--- src/rtl/bridge_pkg.sv ---
// Shared constants and types for the 2-bit-to-1-bit width bridge.
package bridge_pkg;
  localparam int BRIDGE_DW    = 2;
  localparam int BRIDGE_DEPTH = 4;

  typedef logic [BRIDGE_DW-1:0] sym_t;
endpackage

--- src/rtl/bridge_fifo.sv ---
// Symbol storage for the bridge: circular buffer with registered full/empty.
module bridge_fifo
  import bridge_pkg::*;
#(
  parameter int DW    = BRIDGE_DW,
  parameter int DEPTH = BRIDGE_DEPTH
) (
  input  logic          clock,
  input  logic          rst,
  input  logic          push,
  input  logic          pop_entry,
  input  logic [DW-1:0] din,
  output logic [DW-1:0] dout,
  output logic          full,
  output logic          empty
);
  localparam int AW = $clog2(DEPTH);
  localparam logic [AW:0] FULL_CNT = (AW+1)'(DEPTH);

  logic [DW-1:0] mem [DEPTH];
  logic [AW-1:0] wr_ptr;
  logic [AW-1:0] rd_ptr;
  logic [AW:0]   count;
  logic          push_ok;

  // Fullness is judged on the start-of-cycle count, so a push into a full
  // buffer is dropped even when the same cycle retires an entry.
  assign push_ok = push & ~full;

  always_ff @(posedge clock) begin
    if (rst) begin
      wr_ptr <= '0;
      rd_ptr <= '0;
      count  <= '0;
    end else begin
      if (push_ok)
        wr_ptr <= wr_ptr + AW'(1);
      if (pop_entry)
        rd_ptr <= rd_ptr + AW'(1);
      case ({push_ok, pop_entry})
        2'b10:   count <= count + (AW+1)'(1);
        2'b01:   count <= count - (AW+1)'(1);
        default: count <= count;
      endcase
    end
  end

  always_ff @(posedge clock) begin
    if (push_ok && !rst)
      mem[wr_ptr] <= din;
  end

  assign dout  = mem[rd_ptr];
  assign full  = (count == FULL_CNT);
  assign empty = (count == '0);
endmodule

--- src/rtl/bridge.sv ---
// Width bridge top: buffers DW-bit symbols and serializes them LSB first.
module bridge
  import bridge_pkg::*;
#(
  parameter int DW    = BRIDGE_DW,
  parameter int DEPTH = BRIDGE_DEPTH
) (
  input  logic          clock,
  input  logic          rst,
  input  logic          d,
  input  logic [DW-1:0] f,
  input  logic [1:0]    e,
  output logic          a,
  output logic          b,
  output logic          c
);
  localparam int IW = (DW > 1) ? $clog2(DW) : 1;
  localparam logic [IW-1:0] LAST_BIT = IW'(DW-1);

  logic          clr;
  logic          pop_bit;
  logic          retire;
  logic [IW-1:0] bit_idx;
  logic [DW-1:0] dout;

  // Flush behaves exactly like reset and wins over any push or pop.
  assign clr     = rst | e[1];
  assign pop_bit = e[0] & ~b;
  assign retire  = pop_bit && (bit_idx == LAST_BIT);

  bridge_fifo #(
    .DW    (DW),
    .DEPTH (DEPTH)
  ) u_fifo (
    .clock     (clock),
    .rst       (clr),
    .push      (d),
    .pop_entry (retire),
    .din       (f),
    .dout      (dout),
    .full      (a),
    .empty     (b)
  );

  always_ff @(posedge clock) begin
    if (clr) begin
      bit_idx <= '0;
      c       <= 1'b0;
    end else if (pop_bit) begin
      c       <= dout[bit_idx];
      bit_idx <= retire ? '0 : bit_idx + IW'(1);
    end
  end
endmodule

--- config.mk ---
export PLATFORM = sky130hd
export DESIGN_NAME = bridge
export DESIGN_NICKNAME = d
export VERILOG_FILES = /design/src/rtl/bridge_pkg.sv /design/src/rtl/bridge_fifo.sv /design/src/rtl/bridge.sv
export SDC_FILE = /design/constraint.sdc
export NUM_CORES = 1
export LEC_CHECK = 0
export CAP_MARGIN = 20
export CORE_MARGIN = 10
export CORE_UTILIZATION = 45
export CTS_CLUSTER_DIAMETER = 60
export DETAILED_ROUTE_END_ITERATION = 8
export DONT_BUFFER_PORTS = 1
export GPL_ROUTABILITY_DRIVEN = 0
export GPL_TIMING_DRIVEN = 0
export PLACE_DENSITY = 0.74
export REMOVE_ABC_BUFFERS = 1
export SLEW_MARGIN = 20
export SYNTH_ARGS = -nofsm -noshare
export SYNTH_HDL_FRONTEND = slang
export SYNTH_SLANG_ARGS = --single-unit
--- constraint.sdc ---
create_clock -name clock -period 2.2 [get_ports clock]
set_input_delay 0.44 -clock clock [delete_from_list [all_inputs] [get_ports clock]]
set_output_delay 0.44 -clock clock [all_outputs]
set_load 0.02 [all_outputs]
* Word level (Yosys, flattened, before mapping)
Memories as Yosys holds them, arrays and structs flattened. A register that Yosys moved wholly into a read port is not among the register bits.
Index checks and enable logic that the tools add are counted.
** Cells by class
- Add/subtract/negate cells :: 5
- Multipliers :: 0
- Divide/modulo/power cells :: 0
- Order comparisons :: 1
- Eq/ne operators :: 3
- Shift operators :: 0
- Muxes and demuxes :: 8
- Bitwise gates (word level) :: 5
- Reduce and logical (&&, ||, !) cells :: 5
** Operators by type and width (count)
- $pmux 3 s2 :: 1
- $mux 1 :: 5
- $add 2x1->2 const B :: 2
- $mux 2 :: 2
- $add 3x1->3 const B :: 1
- $eq 3x3->1 const B :: 1
- $logic_not 3->1 :: 1
- $sub 3x1->3 const B :: 1
- $and 1x1->1 :: 2
- $eq 2x1->1 const B :: 1
- $eq 2x2->1 const B :: 1
- $logic_and 1x1->1 :: 2
- $lt 1x2->1 const B :: 1
- $not 1->1 :: 2
- $reduce_bool 2->1 :: 1
- $add 1x1->1 const B :: 1
- $logic_not 1->1 :: 1
- $or 1x1->1 :: 1
** Word-level totals
- Register bits after elaboration :: 9
- Bits in latches :: 0
- Memory bits (writable) :: 8
- Bits in read-only memories :: 0
- Input bits :: 7
- Output and inout port bits :: 3
- Logic and storage cells :: 33
- Memories :: 1
** Memory list
- u_fifo.mem :: depth 4, width 2, read ports 1, clocked after Yosys merged registers in 1, wr ports 1, line bridge_fifo.sv:20 : logic [DW-1:0] mem [DEPTH];

* Longest topological paths before layout
Gate-level depths: netlist of the first run.
- Depth after elaboration :: 6
- Mapped depth :: 10
- Gate-level depth less buffers :: 10

* Hierarchy
From an unflattened synthesis of the first run, not the netlist that was laid out.
** Unflattened totals
- Cell total of the unflattened synthesis :: 71
- Area, all modules :: 857.1 um^2
** By module, submodules not included
- bridge_fifo :: times used 1, cells each 61, area each 760.7 um^2, seq. area each 420.4 um^2
- bridge :: times used 1, cells each 10, area each 96.3 um^2, seq. area each 40.0 um^2

* Least setup slack after synthesis of the first run
No wires, ideal clock.
- Kind :: register to register
- From :: register u_fifo.count[2]
- To :: register u_fifo.count[2]
- Library setup time :: 70 ps
- Arrival :: 2143 ps
- Required time :: 2130 ps
- Slack :: -13 ps
- Stages on the path, launching flop included :: 11
- Buffers on the path :: 0
- Clock period less this slack :: 2213 ps
- Cell sequence :: dfxtp_1 > or3b_4 > inv_2 > nor2_2 > inv_1 > ha_1 > inv_1 > fa_1 > xor2_1 > or3_1 > a21oi_1
** On the way
- Elaborated cells on any way between the ends :: 13
- Those cells by class :: 2 x add/sub; 3 x eq/ne; 1 x mux; 4 x bitwise; 3 x reduce/logical
** RTL lines
- start: declaration :: line bridge_fifo.sv:23 : logic [AW:0] count;
- start signal: assignment :: line bridge_fifo.sv:41 : 2'b10: count <= count + (AW+1)'(1);
- start signal: assignment :: line bridge_fifo.sv:42 : 2'b01: count <= count - (AW+1)'(1);
- start signal: assignment :: line bridge_fifo.sv:43 : default: count <= count;
- $eq 3x3->1 * :: line bridge_fifo.sv:54 : assign full = (count == FULL_CNT);
- net a :: line bridge.sv:13 : output logic a,
- $not 1->1 * :: line bridge_fifo.sv:28 : assign push_ok = push & ~full;
- $and 1x1->1 * :: line bridge_fifo.sv:28
- $eq 2x1->1 or $eq 2x2->1 (tied branches) :: line bridge_fifo.sv:40 : case ({push_ok, pop_entry})
- $pmux 3 s2 or $reduce_bool 2->1 (tied branches)
Mark *: on every way through the listed nets, which the timed path passes. The rest lies on a longest branch.
A chain may end at the register's enable or synchronous reset.

* Worst setup path after layout of the first run
- From :: register u_fifo.count[0]
- To :: register u_fifo.count[2]
The elaborated chain is that of the path after synthesis.

==> impl_metrics.toml, run 1 <==
[yosys]
yosysSeqAreaShare = 0.541
yosysWarnings = 0
ys_seq_elements = 19
synth_top_area_cell = "edfxtp_1"
synth_edf_count = 8
syn_area_um2 = 851
async_reset_ff_frac = 0
synth.area.top_cells = "edfxtp_1 28%, dfxtp_1 26%, ha_1 7.4%"
synthDistinctLibCells = 25
synth_common_cells = "11 x dfxtp_1, 9 x inv_1, 8 x a21oi_1, 8 x edfxtp_1"
synth_ff_type = "dfxtp_1"
syn_inst = 76
synth.most_common_cell = "dfxtp_1"
postSynthAreaPerCell_um2 = 11.2
synth.top_cell.area_share = 0.282

[final_layout]
areaGrowthSynthToFinish_pct = 17.9
num_antenna_cells = 0
fin_util = 0.569
nets = 100
drive_gt1_frac = 0.302

[sta]
period_share = 0.968
finalCriticalPeriod_ns = 2.13
finalHoldViolations = 0
worst_pin_slew_ns = 0.655
relSlewSlack = 0.560
clock.fmax_mhz = 470
fin_ws_ns = 0.0708
skew_ns = 0.00411
setup_viol = 0
drv_slew = 0

[cts]
cts_max_path_buffers = 2
ctsHoldBuffers = 0
cts_tree = "yes"
htree_num_levels = 1
clock_latency_ns = 0.29
cts_buffers = 3
cts_root_buf = "clkbuf_4"
cts_sinks = 19
clkTransAtPathRegs_ns = 0.11

[setup_path]
crit_path_end = "u_fifo.count[2]$_SDFFE_PP0P_"
r2r_start = "u_fifo.count[0]$_SDFFE_PP0P_"
regToRegEndpoint = "u_fifo.count[2]$_SDFFE_PP0P_"
start_kind = "register"
end_kind = "register"
cp_max_fo = 4
worstSetupStartpoint = "u_fifo.count[0]$_SDFFE_PP0P_"
crit_type = "register to register"
crit_required_ns = 2.43
reg2regPathDepth = 10
critical_path_arrival_ns = 2.36
r2r_setup_slack_ns = 0.07

[global_route]
grt_remaining_overflow = 0
grt_max_degree = 12
grt_pass1_vias = 632
grt_use_total = 0.0753
grt_pass1_wl_um = 2500
antenna_found_initial = 0

[power_and_ir_drop]
leakage_uw = 0.000374
pwr-share-comb = 0.062
clkPwrFrac = 0.295
vdd_drop_max_uv = 390
switchingPower_uw = 129
seqPwrFrac = 0.643
finalPower_uw = 581
swShare = 0.221
powerDensity_nw_per_um2 = 579
p_int_uw = 453

[placement]
post-place-ws_ns = -0.164
port_buffers = 0
hpwl_um = 1100

[die]
die_w_um = 63.5
io_pins = 10
floorplan.initialDensity = 0.482
core_um2 = 1760
num_rows = 15
die_area_um2 = 4030
die_h_um = 63.5

[routing]
firstDrtPassIters = 4
drcViolationCount = 0
vias_per_cell = 5.30
initialDrtViolationCount = 10
post_drt_wl_per_cell_um = 14.0
vias = 588
ant_nets = 0
drt-total-wl_um = 1550

[run]
max-cap-violations = 0

[worst_hold_path]
hp-class = "input port to register"

[status]
status = "complete, no violations"
[per-stage QoR]
step / TNS [ns] / instances / cell area, um2 / hold slack, ns
5_1_grt: -0.0397 / 111 / 1000 / 0.220
3_5_place_dp: -0.164 / 100 / 878 / 0.473
3_3_place_gp: -0.124 / 100 / 878 / 0.463
2_1_floorplan: -0.0126 / 75 / 847 / 0.454
6_report: 0 / 111 / 1000 / 0.240
4_1_cts: 0 / 108 / 952 / 0.233
[cells in the final DEF (no fill, tap or decap), drive strengths merged, types with 2 or more instances in the layout]
| cell | instances |
|---|---|
| dfxtp | 11 |
| inv | 10 |
| edfxtp | 8 |
| a21oi | 8 |
| buf | 7 |
| nor2 | 6 |
| ha | 5 |
| o21ai | 5 |
| and3 | 4 |
| clkbuf | 3 |
| xor2 | 2 |
| or3 | 2 |
| nand3 | 2 |
| nand2 | 2 |
| mux4 | 2 |
[kinds of logic after synthesis]
logic type | count (synthesis) | share of synthesized area
simple gates | 19 | 0.121
flops | 19 | 0.541
compound gates | 15 | 0.0971
buf+inv | 11 | 0.0485
fa+ha+maj | 6 | 0.0971
xor+xnor | 3 | 0.0309
mux | 3 | 0.0647
[critical path, stage by stage, from the launching register on]
cell and delay, ns:
dfxtp_4 0.36, or3b_4 0.43, inv_6 0.11, nor2_4 0.04, inv_2 0.06, ha_4 0.12
inv_2 0.04, fa_2 0.32, xor2_1 0.15, or3_1 0.32, a21oi_2 0.12
[routing by layer]
layer / wire [um] / GRT usage / vias up
li1: - / - / 284
met1: 607 / 0.0709 / 286
met2: 813 / 0.139 / 14
met3: 109 / 0.0247 / 4
met4: 21 / 0.0410 / 0
met5: 0 / 0 / -
[power groups by stage]
stage,clock [uW],sequential (uW),combinational [uW]
global route,189,375,40.3
CTS,175,375,30.7
global placement,0,384,26.2
floorplan,0,383,22.2
detailed placement,0,385,27.2
finish,172,374,35.9
[cell type report]
| class | instances | area, um2 |
|---|---|---|
| Inverter | 10 | 42.5 |
| Multi-Input combinational cell | 46 | 380 |
| Sequential cell | 19 | 469 |
| Tap cell | 25 | 31.3 |
| Clock buffer | 3 | 22.5 |
| Fill cell | 158 | 761 |
| Clock inverter | 1 | 5.00 |
| Timing Repair Buffer | 7 | 52.6 |
[repair_timing]
action | 4_1_cts | 5_1_grt
buffers inserted | 4 | 3
setup endpoints to repair | 1 | 2
pin swaps | 2 | 0
resized for setup | 8 | 7
[worst min-delay path by stage]
stage | from | slack (ns) | endpoint | depth (start not counted)
detailed placement | u_fifo.rd_ptr[0]$_SDFFE_PP0P_ | 0.47 | u_fifo.rd_ptr[0]$_SDFFE_PP0P_ | 2
floorplan | u_fifo.rd_ptr[0]$_SDFFE_PP0P_ | 0.45 | register | 2
finish | f[1] | 0.24 | u_fifo.mem[3][1]$_DFFE_PP_ | 0
global route | f[1] | 0.22 | u_fifo.mem[0][1]$_DFFE_PP_ | 0
global placement | u_fifo.rd_ptr[0]$_SDFFE_PP0P_ | 0.46 | u_fifo.rd_ptr[0]$_SDFFE_PP0P_ | 2
CTS | f[1] | 0.23 | u_fifo.mem[3][1]$_DFFE_PP_ | 0
(Power assumes the default switching activity.)
==> run 2, diff against run 1 <==
GPL_TIMING_DRIVEN = not set   (was 0)
==> run 2 against run 1 <==
  * Clock skew increased by 0.0060 ns
  * Sequential share of layout area increased by 1.6 points
  * Power decreased by 1.1%
  * Non-clock buffer count decreased by 1
  * Largest power group unchanged
==> impl_metrics.toml, run 2 (synthesized netlist as in run 1, its figures left out) <==
[status]
status = "complete, no violations"

[run]
max-cap-violations = 0

[setup_path]
cp_max_fo = 5
worstSetupStartpoint = "u_fifo.count[1]$_SDFFE_PP0P_"
critical_path_arrival_ns = 2.34
r2r_setup_slack_ns = 0.09
crit_required_ns = 2.43
end_kind = "register"
slowest_stage = "or3b_4"
crit_path_end = "u_fifo.count[2]$_SDFFE_PP0P_"
crit_top_cell = "inv_1"
r2r_start = "u_fifo.count[1]$_SDFFE_PP0P_"
crit_type = "register to register"
regToRegEndpoint = "u_fifo.count[2]$_SDFFE_PP0P_"
reg2regPathDepth = 10
start_kind = "register"
crit_chain = "or3b_4 -> inv_2 -> nor2_2 -> inv_1 -> ha_2 -> inv_1 -> fa_2 -> xor2_1 -> or3_1 -> a21oi_1"
crit_path_max_incr_delay_ns = 0.40

[power_and_ir_drop]
switchingPower_uw = 120
powerDensity_nw_per_um2 = 600
p_int_uw = 454
swShare = 0.210
pwr-share-comb = 0.054
vdd_drop_max_uv = 311
seqPwrFrac = 0.653
clkPwrFrac = 0.293
finalPower_uw = 575
leakage_uw = 0.000368

[die]
io_pins = 10
die_h_um = 63.5
die_w_um = 63.5
num_rows = 15
die_area_um2 = 4030
floorplan.initialDensity = 0.482
core_um2 = 1760

[cts]
cts_buffers = 3
cts_root_buf = "clkbuf_4"
cts_sinks = 19
clkTransAtPathRegs_ns = 0.11
cts_max_path_buffers = 2
ctsHoldBuffers = 0
cts_tree = "yes"
htree_num_levels = 1
clock_latency_ns = 0.29

[routing]
post_drt_wl_per_cell_um = 13.0
vias_per_cell = 5.02
drcViolationCount = 0
drt-total-wl_um = 1430
firstDrtPassIters = 3
ant_nets = 0
vias = 552
initialDrtViolationCount = 11

[final_layout]
drive_gt1_frac = 0.224
n_fill_cell = 160
areaGrowthSynthToFinish_pct = 12.5
final_cell_mix = "9 x inv_1, 9 x dfxtp_1, 8 x a21oi_1, 8 x edfxtp_1, 6 x buf_4"
num_antenna_cells = 0
fin_cells = 110
nets = 99

[placement]
hpwl_um = 1120
port_buffers = 0
placed_cells = 105

[sta]
finalCriticalPeriod_ns = 2.11
drv_slew = 0
setup-tns-final_ns = 0
finalHoldViolations = 0
hold_ws_ns = 0.239
clock.fmax_mhz = 474
worst_pin_slew_ns = 0.655
setup_viol = 0
skew_ns = 0.0101
relSlewSlack = 0.560
rsz0062_at_grt = "false"
period_share = 0.960

[global_route]
antenna_found_initial = 0
grt_pass1_vias = 561
grt_use_total = 0.0728
grt_max_degree = 11
grt_pass1_wl_um = 2380
grt_remaining_overflow = 0

[worst_hold_path]
hp-class = "input port to register"
==> run 2: changes by cell type in the layout (fill, tap and decap cells not counted), sizes merged <==
cell / before / now
clkbuf: 3 / 4
buf: 7 / 6
clkinv: 1 / 0
==> run 2: how the worst min path moves through the flow <==
| stage | end | depth (start not counted) | from |
|---|---|---|---|
| detailed placement | register | 2 | u_fifo.rd_ptr[0]$_SDFFE_PP0P_ |
| CTS | u_fifo.mem[1][1]$_DFFE_PP_ | 0 | f[1] |
| finish | u_fifo.mem[1][1]$_DFFE_PP_ | 0 | f[1] |
| global placement | u_fifo.rd_ptr[0]$_SDFFE_PP0P_ | 2 | u_fifo.rd_ptr[0]$_SDFFE_PP0P_ |
| floorplan | register | 2 | u_fifo.rd_ptr[0]$_SDFFE_PP0P_ |
| global route | u_fifo.mem[1][1]$_DFFE_PP_ | 0 | f[1] |
==> run 2: cell type report <==
| class | count | area [um2] | share of cell area |
|---|---|---|---|
| Sequential cell | 19 | 463 | 0.484 |
| Multi-Input combinational cell | 46 | 354 | 0.370 |
| Timing Repair Buffer | 6 | 45.0 | 0.0471 |
| Inverter | 10 | 37.5 | 0.0392 |
| Tap cell | 25 | 31.3 | 0.0327 |
| Clock buffer | 4 | 26.3 | 0.0275 |
==> run 2: per-layer routing <==
layer / GRT usage / up-vias / wire (um)
met5: 0 / - / 0
met2: 0.122 / 6 / 689
li1: - / 282 / -
met3: 0.0212 / 2 / 70
met4: 0.0410 / 0 / 12
met1: 0.0800 / 262 / 660
==> run 2: power by group through the flow <==
stage | Sequential (uW) | Combinational, uW | Clock [uW]
3_5_place_dp | 383 | 30.9 | 0
2_1_floorplan | 383 | 22.2 | 0
6_report | 375 | 31.2 | 168
5_1_grt | 376 | 35.5 | 189
4_1_cts | 375 | 31.1 | 174
3_3_place_gp | 383 | 29.9 | 0
==> run 2: through the flow <==
| step | setup slack (ns) | utilization | instance area (um2) |
|---|---|---|---|
| 2_1_floorplan | -0.0126 | - | 847 |
| 3_3_place_gp | 0.0740 | 0.519 | 916 |
| 3_5_place_dp | 0.0368 | 0.519 | 916 |
| 4_1_cts | 0.0191 | 0.534 | 942 |
| 5_1_grt | 0.00304 | 0.543 | 957 |
| 6_report | 0.0881 | 0.543 | 957 |
==> run 2: what timing repair did <==
item	4_1_cts	5_1_grt
gates resized for setup	0	4
endpoints found under the setup margin	0	1
setup buffers	0	1
==> run 2: critical path, delay by kind of cell, from the launching register on <==
kind,cells,cell delay [ns]
and+or+nand+nor,3,0.76
adders and majority gates,2,0.50
DFF,1,0.34
buffers and inverters,3,0.18
xor gates and xnor gates,1,0.15
AOI/OAI and AO/OA,1,0.12
==> patch (settings of run 2) <==
The package constant `BRIDGE_DEPTH` goes from 4 to 8.
--- a/src/rtl/bridge_pkg.sv
+++ b/src/rtl/bridge_pkg.sv
@@ -3,3 +3,3 @@
   localparam int BRIDGE_DW    = 2;
-  localparam int BRIDGE_DEPTH = 4;
+  localparam int BRIDGE_DEPTH = 8;
 
Check against the original RTL: not equivalent (Yosys sat finds a counterexample within 10 cycles, from zero or initial values).
==> patch against run 2 <==
- via count increased by 68%
- area after synthesis increased by 64%
- final area increased by 70%
- wire length increased by 79%
- power increased by 89%
- critical path type unchanged
- combinational power increased by 47%
- highest routed layer unchanged
- hold slack got worse by 34 ps
- sequential share of layout area increased by 0.13 points
- sequential cell count increased by 12
- critical path depth unchanged
- setup slack got worse by 54 ps
==> patch: results <==
[worst_hold_path]
holdCritStartpoint = "f[0]"
holdCritPathClass = "in2reg"
hold_path_end = "u_fifo.mem[2][0]$_DFFE_PP_"

[placed_design]
numPlacedInstances = 157
placed_area_um2 = 1490
place_ws_ps = -65.0
dp.final_hpwl_mm = 1.90
port-buffer-count = 0

[grt]
grt_max_degree = 14
grt.total_usage_pct = 10.0
first_global_vias = 924
grt_pass1_wl_mm = 4.32

[worst_setup_path]
critPathSlowestCell = "or4b_4"
r2r_end = "u_fifo.count[2]$_SDFFE_PP0P_"
critPathMaxStageDelay_ps = 570
cp_data_arrival_time_ps = 2370
reg2reg_slack_ps = 30
r2r_cells = 10
reg2reg_from = "u_fifo.count[0]$_SDFFE_PP0P_"
crit_path_max_fanout = 3

[logic_synthesis]
synth_cell_types = 34
syn_inst = 117
yosysSeqAreaShare_pct = 56.1
synth_area_leaders = "edfxtp_1, dfxtp_1, nor2_1"
synth_common_cells = "nor2_1, edfxtp_1, dfxtp_1, nand2_1"
synth-edff-count = 16

[cts]
clkTransAtPathRegs_ps = 100
cts_buffers = 5
cts-htree-levels = 2
clk_latency_ps = 320
cts.path.max_buffers = 2

[timing]
setup_tns_ps = 0
timing.hold.ws_ps = 205
tightestPinTransition_ps = 657
skew_ps = 8.80

[routing]
drtIter0Drc = 26
dr.pass1.iters = 4
routed_via_density = 5.51
drt-total-wl_mm = 2.57

[finish]
drive_gt1_share_pct = 29.6
fin_cells = 168
fillerInstances = 255
final_nets = 147

[pwr]
peakVddDrop_mv = 0.510
p_sw_uw = 219
p_leak_uw = 0.000600

[run_status]
status = "finished, final reports clean"
==> patch: changes by cell type after synthesis, moves of 3 or more <==
cell	change
nor2_1	+15
edfxtp_1	+8
nand2_1	+5
and3_1	-4
dfxtp_1	+4
xor2_1	+4
a21oi_1	-3
inv_1	-3
mux2i_1	+3
nand2b_1	+3
o21ai_0	-3
==> patch: area by class of cell <==
| type | count | area (um^2) | share of cell area (%) |
|---|---|---|---|
| Inverter | 6 | 22.5 | 1.39 |
| Clock buffer | 5 | 37.5 | 2.31 |
| Tap cell | 33 | 41.3 | 2.54 |
| Timing Repair Buffer | 13 | 97.6 | 6.00 |
| Multi-Input combinational cell | 77 | 599 | 36.9 |
| Sequential cell | 31 | 788 | 48.5 |
| Clock inverter | 3 | 38.8 | 2.39 |
==> patch: power by group through the flow <==
stage | sequential (uW) | clock [uW] | combinational (uW)
after CTS | 615 | 432 | 42.6
final | 615 | 423 | 46.0
after floorplan | 629 | 0 | 27.5
after detailed placement | 629 | 0 | 41.3
after global placement | 629 | 0 | 40.2
after global routing | 616 | 459 | 49.4
==> patch: layer usage <==
layer  vias to the layer above  track usage (%)  share of wire [%]
met5                         -                0                  0
met4                         0             3.51               0.97
met3                         4             5.34                6.3
met2                        23             16.9                 51
met1                       446             10.4                 42
li1                        453                -                  -
==> patch: worst max-delay path by stage <==
| stage | startpoint | cells after the start | endpoint | slack (ps) |
|---|---|---|---|---|
| 2_1_floorplan | u_fifo.count[0]$_SDFFE_PP0P_ | 9 | u_fifo.count[3]$_SDFFE_PP0P_ | -120 |
| 3_3_place_gp | u_fifo.count[3]$_SDFFE_PP0P_ | 8 | u_fifo.count[3]$_SDFFE_PP0P_ | -3 |
| 3_5_place_dp | u_fifo.count[3]$_SDFFE_PP0P_ | 8 | u_fifo.count[3]$_SDFFE_PP0P_ | -70 |
| 4_1_cts | u_fifo.count[3]$_SDFFE_PP0P_ | 9 | u_fifo.count[3]$_SDFFE_PP0P_ | 7 |
| 5_1_grt | u_fifo.count[0]$_SDFFE_PP0P_ | 10 | u_fifo.count[3]$_SDFFE_PP0P_ | -70 |
| 6_report | u_fifo.count[0]$_SDFFE_PP0P_ | 10 | u_fifo.count[2]$_SDFFE_PP0P_ | 30 |
==> patch: cells by family (layout without fill, tap and decap cells) <==
logic type | after synthesis | count (layout) | synth area share, %
XOR/XNOR | 6 | 6 | 3.78
AND/OR/NAND/NOR | 45 | 45 | 16.5
flip-flops | 31 | 31 | 56.1
multiplexers | 7 | 7 | 7.73
buffers and inverters | 9 | 27 | 3.24
AO/OA/AOI/OAI | 13 | 13 | 6.75
adder cells (fa/ha/maj) | 6 | 6 | 5.94
==> patch: timing repair <==
item                                    CTS  global route
endpoints found under the setup margin    2             3
buffers inserted                          2             1
resized for setup                         7             5
pin swaps                                 7             3
